[src/rtl/uc_tx.sv]
// Serial transmitter for one (max730, max850) result pair to the microcontroller.
// Frame: start 0, max730 MSB-first, max850 MSB-first, stop 1; each bit held CLKS_PER_BIT clocks.
module uc_tx #(
  parameter int DATLEN       = 12,
  parameter int CLKS_PER_BIT = 4
) (
  input  logic              clk,
  input  logic              reset,
  input  logic [0:DATLEN-1] max730,
  input  logic [0:DATLEN-1] max850,
  input  logic              valid,
  output logic              ready,
  output logic              out,
  output logic              busy,
  output logic              done,
  output logic [1:0]        fsm_state
);

  // Handshake: a pair is accepted on a rising edge where valid && ready;
  // ready stays low until the frame (including its stop bit) has fully left.
  localparam int NBITS = 2 * DATLEN;
  localparam int BW    = $clog2(NBITS);

  localparam logic [1:0] IDLE  = 2'd0;
  localparam logic [1:0] START = 2'd1;
  localparam logic [1:0] DATA  = 2'd2;
  localparam logic [1:0] STOP  = 2'd3;

  localparam logic [7:0]    CYC_LAST = 8'(CLKS_PER_BIT - 1);
  localparam logic [BW-1:0] BIT_LAST = BW'(NBITS - 1);

  logic [1:0]       state;
  logic [7:0]       cyc;
  logic [BW-1:0]    bitcnt;
  logic [NBITS-1:0] sreg;
  logic             bit_end;

  assign bit_end   = (cyc == CYC_LAST);
  assign busy      = ~ready;
  assign fsm_state = state;

  always_ff @(posedge clk) begin
    if (reset) begin
      state  <= IDLE;
      cyc    <= '0;
      bitcnt <= '0;
      sreg   <= '0;
      out    <= 1'b1;
      ready  <= 1'b1;
      done   <= 1'b0;
    end else begin
      done <= 1'b0;
      case (state)
        IDLE: begin
          out   <= 1'b1;
          ready <= 1'b1;
          cyc   <= '0;
          if (valid && ready) begin
            // max730[0] lands in the MSB of the shift register and goes out first.
            sreg  <= {max730, max850};
            out   <= 1'b0;
            ready <= 1'b0;
            state <= START;
          end
        end
        START: begin
          if (bit_end) begin
            cyc    <= '0;
            bitcnt <= '0;
            out    <= sreg[NBITS-1];
            sreg   <= {sreg[NBITS-2:0], 1'b0};
            state  <= DATA;
          end else begin
            cyc <= cyc + 8'd1;
          end
        end
        DATA: begin
          if (bit_end) begin
            cyc <= '0;
            // bitcnt names the data bit currently on the line.
            if (bitcnt == BIT_LAST) begin
              out   <= 1'b1;
              state <= STOP;
            end else begin
              bitcnt <= bitcnt + BW'(1);
              out    <= sreg[NBITS-1];
              sreg   <= {sreg[NBITS-2:0], 1'b0};
            end
          end else begin
            cyc <= cyc + 8'd1;
          end
        end
        STOP: begin
          if (bit_end) begin
            cyc   <= '0;
            ready <= 1'b1;
            done  <= 1'b1;
            state <= IDLE;
          end else begin
            cyc <= cyc + 8'd1;
          end
        end
        default: state <= IDLE;
      endcase
    end
  end

endmodule

[config.mk]
export PLATFORM = sky130hd
export DESIGN_NAME = uc_tx
export DESIGN_NICKNAME = d
export VERILOG_FILES = /design/src/rtl/uc_tx.sv
export SDC_FILE = /design/constraint.sdc
export NUM_CORES = 1
export LEC_CHECK = 0
export CAP_MARGIN = 20
export CORE_ASPECT_RATIO = 0.75
export CORE_MARGIN = 5
export CORE_UTILIZATION = 35
export CTS_CLUSTER_DIAMETER = 30
export DETAILED_ROUTE_END_ITERATION = 7
export GPL_ROUTABILITY_DRIVEN = 0
export GPL_TIMING_DRIVEN = 0
export PLACE_DENSITY = 0.64
export SYNTH_ARGS = -nofsm -noshare
export SYNTH_HDL_FRONTEND = slang
export SYNTH_SLANG_ARGS = --single-unit
export TNS_END_PERCENT = 5
[constraint.sdc]
create_clock -name clk -period 2.2 [get_ports clk]
set_clock_uncertainty 0.15 [all_clocks]
set_input_delay 0.44 -clock clk [delete_from_list [all_inputs] [get_ports clk]]
set_output_delay 0.44 -clock clk [all_outputs]
set_load 0.005 [all_outputs]
After elaboration in Yosys (flattened, before gate mapping)
Cells that the tools add are included.
- word-level logic and storage cells: 59
- register bits after elaboration: 42
- output and inout bits: 6
- bitwise logic cells: 2
- mux-type cells: 25
- reduce and logical (&&, ||, !) cells: 12
- $add $sub $neg: 2
- equal/unequal tests: 11
- operators with widths (operator ; number):
    2-to-1 mux 24 bit ; 4
    case mux 24 bit (3 select lines) ; 1
    case mux 8 bit (2 select lines) ; 1
    2-to-1 mux 5 bit ; 3
    inequality test 2 bit (second input constant) ; 6
    2-to-1 mux 2 bit ; 5
    case mux 5 bit (2 select lines) ; 1
    AND reduction 5 bit ; 2
    adder 8 x 1 -> 8 bit (second input constant) ; 1
    == test 8 x 2 -> 1 bit (second input constant) ; 1
    2-to-1 mux 8 bit ; 1
    case mux 2 bit (4 select lines) ; 1
    2-to-1 mux 1 bit ; 6
    adder 5 x 1 -> 5 bit (second input constant) ; 1
    == test 5 bit (second input constant) ; 1
    == test 2 bit (second input constant) ; 2
    AND reduction 4 bit ; 1
    nonzero test 2 bit ; 2
    case mux 1 bit (3 select lines) ; 1
    AND reduction 3 bit ; 1
    nonzero test 3 bit ; 1
    OR reduction 3 bit ; 1
    == test 2 x 1 -> 1 bit (second input constant) ; 1
    zero test 2 bit ; 1
    5 further kinds ; 6

Longest topological paths before layout
Gate-level depths: netlist of the first run.
- depth after elaboration: 4
- mapped depth: 9
- mapped depth without buffers: 6

Worst setup path before layout of the first run
No wires, ideal clock.
- path kind: register to register
- start point: register state[0] (netlist: fsm_state[0])
- end point: register sreg[1]
- setup time: 0.138 ns
- data arrival time: 2.003 ns
- path buffers: 3
- path slack: -0.090 ns
- cell stages (with the launch flop): 10
- path through: dfxtp_1 inv_1 ha_1 clkbuf_1 nor3_1 a21o_1 and2_1 clkbuf_1 clkbuf_1 a211oi_1
- cells in the longest elaborated chain, start to end: 3
- ends and longest elaborated chain (item ; RTL line ; text):
    start: declaration ; 32 ; logic [1:0] state;
    start signal: assignment ; 44 ; state <= IDLE;
    start signal: assignment ; 63 ; state <= START;
    start signal: assignment ; 72 ; state <= DATA;
    == test 2 bit, or another cell as far along ; 53 ; case (state)
    inequality test 2 bit (no source line) / nonzero test 3 bit (equally long branches) ; -- ;
    AND reduction 5 bit (no source line) ; -- ;
    end signal: assignment ; 60 ; sreg <= {max730, max850};
    end signal: assignment ; 71 ; sreg <= {sreg[NBITS-2:0], 1'b0};
    end signal: assignment ; 87 ; sreg <= {sreg[NBITS-2:0], 1'b0};
    end: declaration ; 35 ; logic [NBITS-1:0] sreg;
Several ways; a longest one is shown, not always the timed one.
A chain may end at the register's enable or synchronous reset.

Worst setup path in the final report of the first run
- start point: register cyc[1]
- end point: register bitcnt[3]
- cells in the longest elaborated chain, start to end: 3
- ends and longest elaborated chain (item ; RTL line ; text):
    start: declaration ; 33 ; logic [7:0] cyc;
    start signal: assignment ; 74 ; cyc <= cyc + 8'd1;
    start signal: assignment ; 90 ; cyc <= cyc + 8'd1;
    start signal: assignment ; 100 ; cyc <= cyc + 8'd1;
    == test 8 x 2 -> 1 bit * ; 38 ; assign bit_end = (cyc == CYC_LAST);
    inequality test 2 bit (no source line) ; -- ;
    AND reduction 4 bit (no source line) * ; -- ;
    end signal: assignment ; 85 ; bitcnt <= bitcnt + BW'(1);
    end: declaration ; 34 ; logic [BW-1:0] bitcnt;
Every way passes the cells marked *; elsewhere a longest branch is shown, timed or not.

==> results of run 1 <==
[cell type report]
cell class	count	area (sq um)
plain buffers	13	63.8
flip-flops and latches	42	850
well taps	75	93.8
repair buffers	39	373
inverters	5	18.8
clock buffers	6	82.6
clock inverters	1	30.0
fillers	548	2840
multi-input cells	153	1120
[stage by stage]
step,setup WS (ns),hold WS (ns)
global route,-0.00473,0.361
detailed placement,-0.453,0.314
global placement,-0.444,0.307
CTS,0.0118,0.326
finish,0.0945,0.322
floorplan,-0.00700,0.288
[cells by family after synthesis]
logic type,after synthesis,synth area share [%]
flip-flops,42,41.8
XOR/XNOR,8,3.48
AO/OA/AOI/OAI,71,22.9
AND/OR/NAND/NOR,44,11.8
buffers and inverters,22,4.23
adder cells (fa/ha/maj),7,4.35
multiplexers,23,11.4
[synth_stat cells (3+ instances only)]
library cell  instances  area share, %
a21o_1                3            1.1
dfxtp_1              42             42
o21ai_0               4            1.0
a21oi_1              30            7.5
nor2_1               13            2.4
xnor2_1               3            1.3
inv_1                 5           0.93
xor2_1                5            2.2
nand3_1              10            2.5
mux2i_1              23             11
nand2_1               3           0.56
clkbuf_1             14            2.6
ha_1                  7            4.4
a211oi_1             23            8.6
or3_1                 3           0.93
[cells in the final DEF (no fill, tap or decap), types with 2 or more instances in the layout]
master           netlist  layout
clkbuf_1              14       5
clkbuf_8               0       6
xnor2_1                3       3
nor4b_1                2       2
inv_1                  5       5
nor2_1                13      13
ha_1                   7       4
dfxtp_1               42      39
and3_1                 2       2
nor4_1                 2       2
clkdlybuf4s50_1        0      32
a311oi_1               2       2
buf_2                  2       3
nand2_1                3       3
a211oi_1              23      23
buf_4                  0       8
or3_1                  3       3
clkbuf_2               0       3
xor2_1                 5       5
ha_2                   0       2
a21oi_1               30      30
nand3_1               10      10
a21o_1                 3       3
o21ai_0                4       4
dfxtp_4                0       2
mux2i_1               23      23
[state kept, by name (all words and copies together), names as in the netlist]
signal / cells
sreg: 24
cyc: 8
fsm_state: 2
ready: 1
out: 1
bitcnt: 5
done: 1
[worst max-delay path, stage by stage, from the launching register on]
cell and delay, ns:
dfxtp_4 0.37, ha_4 0.15, or4b_4 0.53, a2111o_1 0.33, or3_1 0.36, a21oi_1 0.14
[routing by layer]
metal  wire (microns)  vias to the layer above  track usage [%]
met5                0                        -                0
met4               48                        0             4.45
met2             1920                       30             19.1
li1                 -                      886                -
met1             2590                      772             20.4
met3              178                        7             3.93
[repair_timing]
item | in CTS | in global routing
pin swaps | 3 | 0
endpoints found under the setup margin | 39 | 31
buffers inserted | 6 | 1
gates cloned | 0 | 0
gates resized for setup | 19 | 5
[path summary, 6_finish.rpt]
check                   end  depth (start not counted)  slack [ns]    start
hold / removal      sreg[0]                          2        0.32  sreg[0]
hold reg to reg     sreg[0]                          2        0.32  sreg[0]
setup reg to reg  bitcnt[3]                          5        0.09   cyc[1]
setup / recovery  bitcnt[3]                          5        0.09   cyc[1]
[power by group through the flow]
stage                     registers [mW]  logic (mW)  clock network, mW
after floorplan                     1.07        1.27                  0
after global placement              1.10        1.64                  0
after detailed placement            1.10        1.67                  0
after CTS                           1.09        1.81              0.651
after global routing                1.12        2.06              0.688
final                               1.09        1.84              0.633
==> summary.md, run 1 <==
| Metric | Value |
|---|---|
| Inst Count DP | between 300 and 400 |
| Startpoint types | register |
| Maximum clock frequency | approximately 0.47 GHz |
| WL/cell | 14.2 microns |
| CP max FO | 7 |
| Die area | approximately 7400 sq um |
| Post-cts hold buffer count | 0 |
| Site Rows | 23 |
| Register share of total power | between 30% and 40% |
| Initial Util | 36.8% |
| RSZ-0062 raised after global routing | true |
| Clock power frac | ~18% |
| Slew @ Worst Pin | slightly below 0.5 ns |
| Power per cell area | roughly 1400 nW/um^2 |
| Clock slew seen by the registers of the worst setup and hold paths | 0.08 ns |
| P_sw | approximately 1.4 mW |
| Synthesized flop and latch total | 42 |
| Chip Width | around 100 microns |
| Nets@finish | 293 |
| Setup tns final | 0 ns |
| Total track usage | between 10 and 15% |
| Synth Cell Area | 2010 sq um |
| Count of cell types in the netlist | 37 |
| Post-detail-place hpwl | 3250 microns |
| Final instance area | 2630 sq um |
| EDFF count, synth | 0 |
| Vias in the first global route | about 1700 |
| Ys Warns | 0 |
| Final ANT Viol Nets | 0 |
| Clk root buf | clkbuf_8 |
| WL final | ~4700 microns |
| Syn Nets | 251 |
| Final setup violating endpoints | 0 |
| Util after Layout | 48.1% |
| Via density | around 5 |
| Hold Crit Class | reg -> reg |
| Leakage power total | 0.957 nW |
| Crit end category | register |
| H-tree level count | 2 |
| Detailed-route DRC error count | 0 |
| Initial drt markers | 45 |
| Critical Path AT | about 2.2 ns |
| IO Count | 33 |
| Post-route minimum period | 2.11 ns |
| Initial antenna violation count | 0 |
| Slew Limit Fails | 0 |
| Number of diodes | 0 |
| Fin cells | 334 |
| Max Cap Viol | 0 |
| Dpl cell area | roughly 2400 sq um |
| Slew HR | around two thirds |
| Overall Power | ~3.6 mW |
| CORE AREA | between 5000 and 6000 sq um |
| Area grow syn2layout | 30.7% |
| Syn Inst Count | 217 |
| Clock Latency Late Sink | 0.30 ns |
| Grt ovf | 0 |
| Async SR Flop Fraction | 0% |
| Die height | 75.7 microns |
| Pre-antenna DRT Iters | 4 |
| Fin crit share | between 90 and 100% |
| Most used DFF post-synth | dfxtp_1 |
| Worst EP required | approximately 2.3 ns |
| Share of layout cells above drive strength 1 | between 10% and 20% |
| CTS tree | built |
| Pin count of the biggest net entering global routing | 13 |
| Final hold viol count | 0 |
| CTS Buffer Depth | 2 |
| Outcome | completed |
| Sw frac | approximately 39% |
| First-pass GRT wire length | a little over 8000 microns |
| Peak VDD IR | 0.618 mV |
| I/O Buffers | 32 |
| Internal | approximately 2.2 mW |
| Syn avg cell area | around 9.3 sq um |
| Clock Sinks | 42 |
| Sequential-to-total area share from yosys stat | between 40% and 50% |
| Critical Setup Path Class | reg -> reg |
| Via count | around 1700 |
| CTS Buf Count | 5 |
| Comb power frac | between 50% and 60% |
Note: power is estimated with default switching activity, not from simulation.
==> run 2, diff against run 1 <==
Settings changed: ABC_CLOCK_PERIOD_IN_PS from default to 2200.
==> results of run 2 <==
Same layout as run 1: the final DEF is identical, and so are final timing and power.
